File: src/rtl/load_store_unit.sv
// Load/store unit between the RV32 execute stage and a word-only data memory.
// Checks alignment and range, extends sub-word loads, read-merge-writes SB/SH.
module load_store_unit #(
  parameter int unsigned DATA_WIDTH   = 32,
  parameter int unsigned MEM_CAPACITY = 10
) (
  input  logic                  clk,
  input  logic                  rst,
  input  logic                  en,
  input  logic                  req_valid,
  output logic                  req_ready,
  input  logic                  req_we,
  input  logic [2:0]            funct3,
  input  logic [DATA_WIDTH-1:0] addr,
  input  logic [DATA_WIDTH-1:0] wdata,
  output logic                  done,
  output logic [DATA_WIDTH-1:0] rdata,
  output logic                  err,
  output logic [DATA_WIDTH-1:0] mem_A,
  output logic [DATA_WIDTH-1:0] mem_WD,
  output logic                  mem_WE,
  input  logic [DATA_WIDTH-1:0] mem_RD
);

  localparam int unsigned BYTE_W = 8;
  localparam int unsigned HALF_W = 16;

  typedef enum logic [1:0] {IDLE, MERGE, RESP} state_t;

  state_t                state_q, state_d;
  logic [DATA_WIDTH-1:0] addr_q;
  logic [DATA_WIDTH-1:0] buf_q;
  logic [HALF_W-1:0]     wdata_q;
  logic                  half_q;

  logic                  accept;
  logic                  legal;
  logic                  misalign;
  logic                  oob;
  logic                  fault;
  logic                  sub_store;
  logic [DATA_WIDTH-1:0] live_idx;
  logic [DATA_WIDTH-1:0] latched_idx;
  logic [BYTE_W-1:0]     ld_byte;
  logic [HALF_W-1:0]     ld_half;
  logic [DATA_WIDTH-1:0] ld_data;
  logic [DATA_WIDTH-1:0] merged;

  assign req_ready   = en && (state_q == IDLE);
  assign accept      = req_valid && req_ready;
  assign done        = en && (state_q == RESP);
  assign live_idx    = {2'b00, addr[DATA_WIDTH-1:2]};
  assign latched_idx = {2'b00, addr_q[DATA_WIDTH-1:2]};

  // Request decode and fault detection on the live request
  always_comb begin
    legal     = 1'b0;
    if (req_we) legal = funct3 inside {3'b000, 3'b001, 3'b010};
    else        legal = funct3 inside {3'b000, 3'b001, 3'b010, 3'b100, 3'b101};
    misalign  = ((funct3[1:0] == 2'b01) && addr[0]) ||
                ((funct3[1:0] == 2'b10) && (addr[1:0] != 2'b00));
    oob       = live_idx >= DATA_WIDTH'(MEM_CAPACITY);
    fault     = !legal || misalign || oob;
    sub_store = req_we && !funct3[1];
  end

  // Load lane extraction and extension
  always_comb begin
    ld_byte = mem_RD[{addr[1:0], 3'b000} +: BYTE_W];
    ld_half = mem_RD[{addr[1], 4'b0000} +: HALF_W];
    ld_data = '0;
    case (funct3)
      3'b000:  ld_data = {{(DATA_WIDTH-BYTE_W){ld_byte[BYTE_W-1]}}, ld_byte};
      3'b001:  ld_data = {{(DATA_WIDTH-HALF_W){ld_half[HALF_W-1]}}, ld_half};
      3'b010:  ld_data = mem_RD;
      3'b100:  ld_data = {{(DATA_WIDTH-BYTE_W){1'b0}}, ld_byte};
      3'b101:  ld_data = {{(DATA_WIDTH-HALF_W){1'b0}}, ld_half};
      default: ld_data = '0;
    endcase
  end

  // Merge buffer with the latched byte/halfword patched in
  always_comb begin
    merged = buf_q;
    if (half_q) merged[{addr_q[1], 4'b0000} +: HALF_W] = wdata_q;
    else        merged[{addr_q[1:0], 3'b000} +: BYTE_W] = wdata_q[BYTE_W-1:0];
  end

  // Next state and memory port
  always_comb begin
    state_d = state_q;
    mem_WE  = 1'b0;
    mem_A   = live_idx;
    mem_WD  = wdata;
    case (state_q)
      IDLE: begin
        if (accept) begin
          if (fault) begin
            state_d = RESP;
          end else if (sub_store) begin
            state_d = MERGE;
          end else begin
            state_d = RESP;
            mem_WE  = req_we;
          end
        end
      end
      MERGE: begin
        mem_A  = latched_idx;
        mem_WD = merged;
        if (en) begin
          mem_WE  = 1'b1;
          state_d = RESP;
        end
      end
      RESP: begin
        if (en) state_d = IDLE;
      end
      default: state_d = IDLE;
    endcase
  end

  always_ff @(posedge clk or posedge rst) begin
    if (rst) begin
      state_q <= IDLE;
      addr_q  <= '0;
      wdata_q <= '0;
      half_q  <= 1'b0;
      buf_q   <= '0;
      rdata   <= '0;
      err     <= 1'b0;
    end else begin
      state_q <= state_d;
      if (accept) begin
        addr_q  <= addr;
        wdata_q <= wdata[HALF_W-1:0];
        half_q  <= funct3[0];
        err     <= fault;
        if (fault)        rdata <= '0;
        else if (!req_we) rdata <= ld_data;
        if (!fault && sub_store) buf_q <= mem_RD;
      end
    end
  end

endmodule

File: config.mk
export PLATFORM = sky130hd
export DESIGN_NAME = load_store_unit
export DESIGN_NICKNAME = d
export VERILOG_FILES = /design/src/rtl/load_store_unit.sv
export SDC_FILE = /design/constraint.sdc
export NUM_CORES = 1
export LEC_CHECK = 0
export ABC_CLOCK_PERIOD_IN_PS = 4300
export CAP_MARGIN = 15
export CORE_AREA = 2 2 122 124
export DETAILED_ROUTE_END_ITERATION = 7
export DIE_AREA = 0 0 124 126
export PLACE_DENSITY = 0.82
export SLEW_MARGIN = 20
export SYNTH_ARGS = -nofsm -noshare
export SYNTH_HDL_FRONTEND = slang
export SYNTH_SLANG_ARGS = --single-unit
File: constraint.sdc
create_clock -name clk -period 4.3 [get_ports clk]
set_input_delay 0.86 -clock clk [delete_from_list [all_inputs] [get_ports clk]]
set_output_delay 0.86 -clock clk [all_outputs]
set_load 0.05 [all_outputs]
==> out/qor.yml <==
timing:
  rsz0062_at_grt: "false"
  fin_setup_tns_ps: 0
  max_freq_mhz: 258.9
  hold_viol_final: 0
  slew_headroom_pct: 40.45
  finClkSkew_ps: 4.486
  tightest_slew_ps: 886.4
  final.min_clock_period_ps: 3862
  finalMaxSlewViolations: 0
  finalCritPeriodShare_pct: 89.81
  finalSetupViolCount: 0
status:
  status: "complete, no violations"
global_route:
  first_global_vias: 5770
  grt_start_max_net_pins: 65
  grt_pass1_wl_mm: 31.96
  antenna_found_initial: 0
  grtUsageTotal_pct: 26.85
  grt_overflow_total: 0
clocking:
  path_clk_slew_ps: 50
  postCtsSetupRepairBufs: 0
  clock_sinks: 116
  worstSkewPairLatency_ps: 420
  cts_tree: "yes"
  cts_inserted_buffers: 17
  cts-resized-gates: 0
  cts_max_level: 4
  postCtsHoldBufs: 0
  cts_buffer_depth: 2
  root_buffer: "clkbuf_16"
hold_path:
  holdPathEnd: "addr_q[9]$_DFFE_PP0P_"
  whs_path_depth: 2
  min_path_type: "reg -> reg"
  min_from: "addr_q[9]$_DFFE_PP0P_"
drt:
  wl_mm: 20.40
  drc_errors: 0
  ant_nets: 0
  vias_per_cell: 5.821
  drt_pass1_iterations: 6
  wl_per_cell_um: 19.27
  route.met2.wl_mm: 9.187
  wl_met3_mm: 1.571
  highest_layer: "met4"
  via_count: 6164
  routedLengthMet1_mm: 8.972
  drtIter0Drc: 391
critical_path:
  path_class: "in -> out"
  cp-start-kind: "primary input"
  arrival_ps: 3000
  path_max_fanout: 4
  reg2regPathDepth: 6
  cp-end-kind: "output pin"
  r2r_start: "state_q[1]$_DFFE_PP0P_"
  crit_required_ps: 3440
  timing.rr.end: "rdata[22]$_DFFE_PP0P_"
  r2r_setup_slack_ps: 1700
finish:
  area_delta_synth_final_pct: 45.42
  fin_cells: 1059
  diodes: 0
  nFillCells: 1093
  seq_area_mm2: 0.002904
  drive_gt1_share_pct: 16.91
  finalNetCount: 971
  multi_input_area_mm2: 0.003553
placement:
  io_buffers: 201
  gp_congestion: 0.9192
  dpl.hpwl_mm: 14.79
  dpl.cell_count: 1027
synth:
  synth_warnings: 0
  synth_area_mm2: 0.006755
  avgSynthCellArea_um2: 9.891
  syn_inst: 683
  ys.flop_type: "dfrtp_1"
  synth-async-reset-ratio_pct: 100.0
  synth_cell_types: 45
  synth_seq_cells: 116
  yosysSeqAreaShare_pct: 42.97
  synth_edf_count: 0
pwr:
  vdd_drop_max_uv: 298.7
  power.density_mw_per_mm2: 369.2
  finalPower_mw: 3.626
  p_leak_nw: 4.474
floorplanning:
  coreArea_mm2: 0.01431
  initial_core_util_pct: 47.19
  fp.dieArea_mm2: 0.01562
  die_y_um: 126
  io_pins: 204
  num_rows: 44
  dieWidth_um: 124
flow_run:
  max_cap_viol_count: 0
[routing by layer]
| layer | up-vias | track usage, % |
|---|---|---|
| li1 | 2876 | - |
| met1 | 2960 | 38.77 |
| met2 | 278 | 39.08 |
| met3 | 50 | 6.205 |
| met4 | 0 | 10.58 |
| met5 | - | 0 |
[synth_stat cells (4+ instances only)]
library cell | n | share of area, %
a211oi_1 | 32 | 3.6
a21o_1 | 29 | 3.2
a21oi_1 | 24 | 1.8
a221oi_1 | 36 | 4.7
a31oi_1 | 9 | 0.83
buf_2 | 9 | 0.67
buf_6 | 5 | 0.83
clkbuf_1 | 39 | 2.2
dfrtp_1 | 116 | 43
ha_1 | 5 | 0.93
inv_1 | 12 | 0.67
mux2_2 | 33 | 5.5
mux2_4 | 29 | 6.4
mux2i_1 | 30 | 4.4
nand2_1 | 154 | 8.6
nand2b_1 | 5 | 0.46
nand3_1 | 26 | 1.9
nor2_1 | 5 | 0.28
nor2b_1 | 4 | 0.37
nor4_1 | 6 | 0.56
o21ai_0 | 13 | 0.96
o2bb2ai_1 | 32 | 4.1
[placed cells by master (no fill, tap or decap), drive strengths merged, types with 3 or more instances in the layout]
master,n
bufinv,5
a21o,29
nand2b,5
nor4,6
ha,5
mux2,62
nor4bb,3
clkbuf,22
o2bb2ai,32
a211oi,32
dfrtp,116
o21ai,14
inv,12
a221oi,36
nor3b,3
clkinv,5
clkdlybuf4s50,168
nor2,6
buf,48
a31oi,9
nor2b,4
nand2,154
nand3,26
a21oi,24
mux2i,30
[power breakdown]
group,internal [mW],switching (mW)
Sequential,1.18,0.109
Clock,1.04,0.499
Combinational,0.347,0.449
[state kept, by name, indices dropped and copies added (netlist names)]
name and cells:
wdata_q 16, err 1, half_q 1, buf_q 32, rdata 32, addr_q 32, state_q 2
[through the flow]
step	hold slack [ps]	utilization (%)	setup WS, ps	area [um^2]
5_1_grt	494.6	68.63	310.0	9823
4_1_cts	475.7	68.63	441.5	9823
3_3_place_gp	453.4	64.20	489.6	9190
2_1_floorplan	441.7	-	367.6	6759
3_5_place_dp	463.4	64.20	442.2	9190
6_report	472.7	68.63	438.0	9823
[how the worst max path moves through the flow]
stage	start	to	slack (ps)	cells past startpoint
3_5_place_dp	addr[0]	mem_WE	440	7
5_1_grt	addr_q[1]$_DFFE_PP0P_	mem_WD[30]	310	9
3_3_place_gp	addr[0]	mem_WE	490	7
2_1_floorplan	rst	addr_q[0]$_DFFE_PP0P_	370	1
6_report	addr[28]	mem_WE	440	6
4_1_cts	addr[0]	mem_WE	440	7
[cells by family (layout without fill, tap and decap cells)]
family | count (synthesis) | count (layout) | share of synthesized area (%)
compound gates | 185 | 185 | 20.49
fa+ha+maj | 5 | 5 | 0.9261
buf+inv | 69 | 260 | 4.667
flops | 116 | 116 | 42.97
mux | 93 | 93 | 16.73
other cells | 1 | 2 | 0.05551
simple gates | 214 | 214 | 14.17
[cell type report]
type	count	area share (%)
multi-input cells	499	36.17
flip-flops and latches	116	29.56
clock inverters	10	1.821
inverters	12	0.4840
clock buffers	22	4.624
repair buffers	216	24.99
well taps	184	2.344
[critical path: stages]
cell and delay, ps:
clkdlybuf4s50_1 440, nor4_1 480, and4_1 430, nand3_1 160
o32ai_1 440, buf_12 200
(Power assumes the default switching activity.)
